`config.mk`:
```
export PLATFORM = sky130hd
export DESIGN_NAME = rr_arb_mux
export DESIGN_NICKNAME = d
export VERILOG_FILES = /design/src/rtl/rr_arb_mux.sv
export SDC_FILE = /design/constraint.sdc
export NUM_CORES = 1
export LEC_CHECK = 0
export CAP_MARGIN = 25
export CORE_ASPECT_RATIO = 0.9
export CORE_MARGIN = 3
export CORE_UTILIZATION = 34
export CTS_CLUSTER_SIZE = 25
export DETAILED_ROUTE_END_ITERATION = 8
export PLACE_DENSITY = 0.78
export SYNTH_ARGS = -nofsm -noshare
export SYNTH_HDL_FRONTEND = slang
export SYNTH_SLANG_ARGS = --single-unit
```
`constraint.sdc`:
```
create_clock -name clk -period 2.98 [get_ports clk]
set_clock_uncertainty 0.05 [all_clocks]
set_input_delay 0.596 -clock clk [delete_from_list [all_inputs] [get_ports clk]]
set_output_delay 0.596 -clock clk [all_outputs]
set_load 0.02 [all_outputs]
```
`src/rtl/rr_arb_mux.sv`:
```
`default_nettype none
// ============================================================================
// Module      : rr_arb_mux
// Description : N-channel round-robin arbitrating mux with a valid/ready
//               handshake, an optional packet lock and one registered output
//               stage. The select comes from an internal fair arbiter.
// Revision    : 1.0 - initial release
// ============================================================================
module rr_arb_mux #(
   parameter int _W    = 32,   // data width per channel
   parameter int _N    = 2,    // select width; channel count is 2**_N
   parameter int _LOCK = 0     // 1: hold the grant until a last=1 beat is taken
) (
   input  logic                clk,
   input  logic                rst,
   input  logic [2**_N-1:0]    in_valid,
   input  logic [_W-1:0]       in_data [2**_N],
   input  logic [2**_N-1:0]    in_last,
   output logic [2**_N-1:0]    in_ready,
   output logic                out_valid,
   output logic [_W-1:0]       out_data,
   output logic                out_last,
   output logic [_N-1:0]       out_src,
   input  logic                out_ready
);

   localparam int NC = 2**_N;

   typedef enum logic [0:0] {
      S_IDLE   = 1'b0,
      S_LOCKED = 1'b1
   } state_t;

   state_t          state_q, state_d;
   logic [_N-1:0]   ptr_q,   ptr_d;
   logic [_N-1:0]   lock_q,  lock_d;
   logic            valid_q, valid_d;
   logic [_W-1:0]   data_q,  data_d;
   logic            last_q,  last_d;
   logic [_N-1:0]   src_q,   src_d;

   logic            w_load;
   logic            w_granted;
   logic            w_accept;
   logic            w_last;
   logic [_N-1:0]   w_g;
   logic [_N-1:0]   w_idx;

   // Output register can take a new beat when empty or draining this cycle.
   assign w_load   = ~valid_q | out_ready;
   // No beat is taken while reset is held, regardless of the inputs.
   assign w_accept = w_granted & w_load & ~rst;
   // Without packet lock every beat closes its grant.
   assign w_last   = (_LOCK != 0) ? in_last[w_g] : 1'b1;

   // Grant selection: locked channel, or the first valid channel from ptr.
   always_comb begin
      w_g       = '0;
      w_granted = 1'b0;
      w_idx     = '0;
      if (state_q == S_LOCKED) begin
         w_g       = lock_q;
         w_granted = in_valid[lock_q];
      end else begin
         // Descending scan so the candidate closest to ptr is assigned last.
         for (int k = NC - 1; k >= 0; k--) begin
            w_idx = ptr_q + k[_N-1:0];
            if (in_valid[w_idx]) begin
               w_g       = w_idx;
               w_granted = 1'b1;
            end
         end
      end
   end

   // One-hot accept towards the granted channel only.
   always_comb begin
      in_ready = '0;
      for (int i = 0; i < NC; i++) begin
         in_ready[i] = w_accept & (w_g == i[_N-1:0]);
      end
   end

   // Next-state: output register, round-robin pointer and lock FSM.
   always_comb begin
      state_d = state_q;
      ptr_d   = ptr_q;
      lock_d  = lock_q;
      valid_d = valid_q;
      data_d  = data_q;
      last_d  = last_q;
      src_d   = src_q;
      if (w_accept) begin
         valid_d = 1'b1;
         data_d  = in_data[w_g];
         last_d  = w_last;
         src_d   = w_g;
         if (w_last) begin
            // Grant ends: the channel after the winner gets first priority.
            ptr_d   = w_g + 1'b1;
            state_d = S_IDLE;
         end else begin
            state_d = S_LOCKED;
            lock_d  = w_g;
         end
      end else if (w_load) begin
         valid_d = 1'b0;
      end
   end

   // State registers with asynchronous reset; a beat in flight is dropped.
   always_ff @(posedge clk or posedge rst) begin
      if (rst) begin
         state_q <= S_IDLE;
         ptr_q   <= '0;
         lock_q  <= '0;
         valid_q <= 1'b0;
         data_q  <= '0;
         last_q  <= 1'b0;
         src_q   <= '0;
      end else begin
         state_q <= state_d;
         ptr_q   <= ptr_d;
         lock_q  <= lock_d;
         valid_q <= valid_d;
         data_q  <= data_d;
         last_q  <= last_d;
         src_q   <= src_d;
      end
   end

   assign out_valid = valid_q;
   assign out_data  = data_q;
   assign out_last  = last_q;
   assign out_src   = src_q;

endmodule
`default_nettype wire

```
After elaboration in Yosys (flattened, before gate mapping)
Index checks and enable logic that the tools add are counted.
{ "totals": {"register_bits": 38, "latchBits": 0, "ramBits": 0, "mem_bits_ro": 0, "in_bits": 139, "out_inout_bits": 40, "elab_cells": 50, "n_memories": 0} }
{ "op_classes": {"add_sub_neg": 4, "n_mul": 0, "n_div": 0, "n_lt_le_gt_ge": 5, "n_eq_ne": 3, "n_shift": 0, "muxes": 21, "bitwise": 10, "reduce_logical": 2} }
{ "op_table": {"columns": ["operator", "n"], "rows": [
  ["$bmux 32 s2", 1],
  ["$mux 32", 2],
  ["$lt 2x3->1 const B", 4],
  ["$mux 1", 10],
  ["$bmux 1 s2", 4],
  ["$mux 2", 4],
  ["$and 1x1->1", 6],
  ["$add 2x1->2 const B", 2],
  ["$add 2x2->2 const B", 2],
  ["$eq 2x2->1 const B", 2],
  ["$ge 3x3->1 const B", 1],
  ["$not 2->3", 1],
  ["$eq 2x1->1 const B", 1],
  ["$logic_not 2->1", 1],
  ["$not 1->1", 2],
  ["$reduce_bool 2->1", 1],
  ["$or 1x1->1", 1]
]} }

Depth between registers and ports, before layout
{ "logic_depth": {"ltp_word": 11, "mapped_depth": 7, "ltp_nobuf": 5} }

Worst setup path before layout
OpenSTA, ideal clock, no wires.
{ "synth_path": {"path_type": "input-to-output", "start": "in rst", "end": "out in_ready[2]", "arrival_ns": 2.517, "t_required_ns": 2.334, "path_slack_ns": -0.183, "stages": 6, "path_buffers": 2, "cell_sequence": "inv_1 -> and3_4 -> buf_6 -> nand3_4 -> buf_12 -> nor2_1"} }
{ "synth_between": {"elab_chain_len": 3} }
{ "synth_lines": {"columns": ["item", "line_no", "source"], "rows": [
  ["from (decl)", "15", "input logic rst,"],
  ["$not 1->1", "52", "assign w_accept = w_granted & w_load & ~rst;"],
  ["$and 1x1->1", "52", null],
  ["$and 1x1->1", "80", "in_ready[i] = w_accept & (w_g == i[_N-1:0]);"],
  ["to (decl)", "19", "output logic [2**_N-1:0] in_ready,"]
]} }
Every way passes these cells.

Final worst setup path
{ "layout_path": {"start": "in in_valid[3]", "end": "out in_ready[2]"} }
{ "layout_between": {"elab_chain_len": 9, "elab_cells_between_ends": 20, "cone_classes": "1 x eq/ne; 16 x mux; 3 x bitwise"} }
{ "layout_lines": {"columns": ["item", "line_no", "source"], "rows": [
  ["from (decl)", "16", "input logic [2**_N-1:0] in_valid,"],
  ["$bmux 1 s2", "68", "if (in_valid[w_idx]) begin"],
  ["$mux 1 (implied by the code)", "68", null],
  ["$mux 1 (4 in a row)", "68", null],
  ["$and 1x1->1 (2 in a row)", "52", null],
  ["$and 1x1->1 *", "80", null]
]} }
Mark *: on every way between the ends. The rest lies on a longest branch, timed or not. The select of a mux whose other input is x is not followed.

==> flow_summary.yaml <==
outcome:
  status: "complete, no violations"
global_routing:
  gr-total-overflow: 0
  grt_pass1_wl_mm: 14.6
  grt_max_degree: 36
  antenna_found_initial: 0
  grt_pass1_vias: 3019
  grt_usage_pct: 19.2
drt:
  drc_errors: 0
  avgRoutedWirePerCell_um: 17.6
  drt-initial-drc-count: 63
  ant_nets: 0
  via_per_inst: 5.19
  first_pass_iters: 4
  vias: 2838
  drt_wl_total_mm: 9.63
sta:
  fin_ws_ns: 0.113
  final_hold_viol_count: 0
  rsz0062_at_grt: "no"
  tns_ns: 0
  slew_viol_final: 0
  finalSetupViolCount: 0
  relSlewSlack_pct: 61.1
  max_slew.worst_pin.slew_ns: 0.582
  fmax_mhz: 349
  period_needed_ns: 2.87
  fin_crit_sh_pct: 96.2
  hold_slack_ns: 0.424
synth:
  yosysWarnings: 0
  synthCells: 266
  synthTopCellsByArea: "dfrtp_1 33%, a221oi_2 15%, a211oi_2 12%"
  synth_flop_cell: "dfrtp_1"
  muxShareOfSynthArea_pct: 11.1
  synth_top_area_cell: "dfrtp_1"
  synth_edf_count: 0
  synth_top_family_by_area: "compound AO/OA/AOI/OAI gates"
  synth_fp_nets: 405
  synth-xor-area-share_pct: 0.303
  synth_seq_cells: 38
  syn-cell-area_um2: 2890
  yosys.area.top_type_share_pct: 32.9
  synth-simple-area-share_pct: 17.3
  synthAdderAreaFrac_pct: 0
  ys_seq_area_share_pct: 32.9
  avgSynthCellArea_um2: 10.9
  async_flop_share_pct: 100
  synth.distinct_cells: 38
  synth_compound_gate_area_share_pct: 31.5
critical_path:
  crit_arrival_ns: 2.22
  slowest_stage: "or4_4"
  critical_path_class: "in2out"
  endpoint_kind: "output port"
  path_cells: "clkdlybuf4s50_1 -> or4_4 -> and3_4 -> nand3_4 -> nor2_1 -> dlygate4sd2_1"
  cp_slowest_stage_delay_ns: 0.52
  cp_max_fo: 3
  required_ns: 2.33
  worstSetupStartpointType: "primary input"
clock_network:
  clock-sinks: 38
  cts_root_buffer: "clkbuf_8"
  tritoncts: "built"
  h-tree-depth: 2
  post-cts-setup-buffer-count: 0
  cts_hold_buffers: 0
  cts.path.max_buffers: 2
  clkTransAtPathRegs_ns: 0.07
  cts_buffers: 5
  clock_latency_ns: 0.28
floorplanning:
  core.rowCount: 31
  start_util_pct: 35.5
  die_area_um2: 9660
  core-area_um2: 8150
  die_w_um: 103
  io_pins: 179
  fp.dieH_um: 93.5
place:
  placed_cells: 539
  gp_congestion: 0.842
  io_buffers: 174
  dp_hpwl_mm: 7.37
  postPlaceCellArea_um2: 4820
  pre_cts_ws_ns: -0.213
finish:
  design_area_um2: 4920
  fin_cells: 547
  final_util_pct: 60.4
  antenna_cells: 0
  nets: 586
  drive_above_1_share_pct: 22.5
  area_growth_pct: 69.9
  nFillCells: 705
min_path:
  min_path_type: "reg2reg"
power_and_ir_drop:
  p_per_area_nw_per_um2: 622
  irDropWorstVdd_v: 0.000276
  p_leak_nw: 1.95
  power_mw: 3.06
flow_run:
  maxCapViolCount: 0
worst paths after layout:
path,startpoint,end,slack [ns],cells after the start
max in group asynchronous,rst,out_data[14]$_DFFE_PP0P_,1.80,3
worst max-delay path,in_valid[3],in_ready[2],0.11,6
worst min register to register,out_src[0]$_DFFE_PP0P_,out_src[0]$_DFFE_PP0P_,0.42,2
worst max register to register,ptr_q[1]$_DFFE_PP0P_,out_data[19]$_DFFE_PP0P_,0.91,7
min in group asynchronous,rst,out_data[23]$_DFFE_PP0P_,0.65,3
worst min-delay path,out_src[0]$_DFFE_PP0P_,out_src[0]$_DFFE_PP0P_,0.42,2
final cells by class:
cell class                 count  area [um^2]  area share [%]
clock buffer                   5         68.8            1.40
clock inverter                 3         40.0           0.814
inverter                       2         11.3           0.229
multi-input combinational    202         1770            36.0
sequential                    38          951            19.3
tap                           99          124            2.52
timing repair buffer         198         1950            39.7
kinds of logic (layout without fill, tap and decap cells):
family	count (synthesis)	in the layout
and+or+nand+nor	95	95
AOI/OAI and AO/OA	74	74
DFF	38	38
muxes	32	32
buffers and inverters	26	208
xor gates and xnor gates	1	1
state kept, by name (all words and copies together), names as in the netlist:
register   cells
ptr_q          2
out_last       1
out_src        2
out_valid      1
out_data      32
synth_stat cells (4+ instances only):
| cell | n |
|---|---|
| nor2_1 | 37 |
| nand2b_1 | 5 |
| buf_2 | 4 |
| and2_1 | 33 |
| nand2_1 | 8 |
| dfrtp_1 | 38 |
| clkbuf_1 | 7 |
| mux2i_1 | 32 |
| buf_4 | 6 |
| a221oi_2 | 28 |
| a211oi_2 | 28 |
cell usage in the layout, fill, tap and decap left out, types with 2 or more instances in the layout:
| master | count |
|---|---|
| clkbuf_2 | 3 |
| a211oi_2 | 28 |
| buf_4 | 21 |
| o211ai_1 | 2 |
| o21ai_0 | 2 |
| nor2_1 | 37 |
| mux2i_1 | 32 |
| a221oi_2 | 28 |
| clkbuf_8 | 5 |
| clkinv_2 | 2 |
| nand3_4 | 2 |
| buf_12 | 2 |
| and2_1 | 32 |
| a211oi_1 | 3 |
| dfrtp_1 | 38 |
| nand2_1 | 8 |
| a221oi_1 | 3 |
| nand2b_1 | 5 |
| nor3_1 | 2 |
| clkdlybuf4s50_1 | 169 |
per-layer routing:
metal | vias up | share of wire [%] | GRT usage (%) | wire (um)
met5 | - | 0 | 0 | 0
met4 | 0 | 0.49 | 2.91 | 47
met3 | 6 | 6.9 | 4.33 | 663
met2 | 94 | 52 | 36.3 | 4990
met1 | 1374 | 41 | 22.2 | 3930
li1 | 1364 | - | - | -
repair_timing:
item	CTS	global route
resized for setup	4	9
endpoints found under the hold margin	0	0
endpoints found under the setup margin	4	3
pin swaps	1	0
where the power goes:
part           switching [mW]  internal (mW)  leakage (nW)
combinational           0.919          0.885          1.47
clock                   0.188          0.247        0.0579
sequential              0.113          0.707         0.420
critical path, delay by kind of cell:
family        cells  cell delay (ns)
simple gates      4             0.84
buf+inv           2             0.78
(Power assumes the default switching activity.)
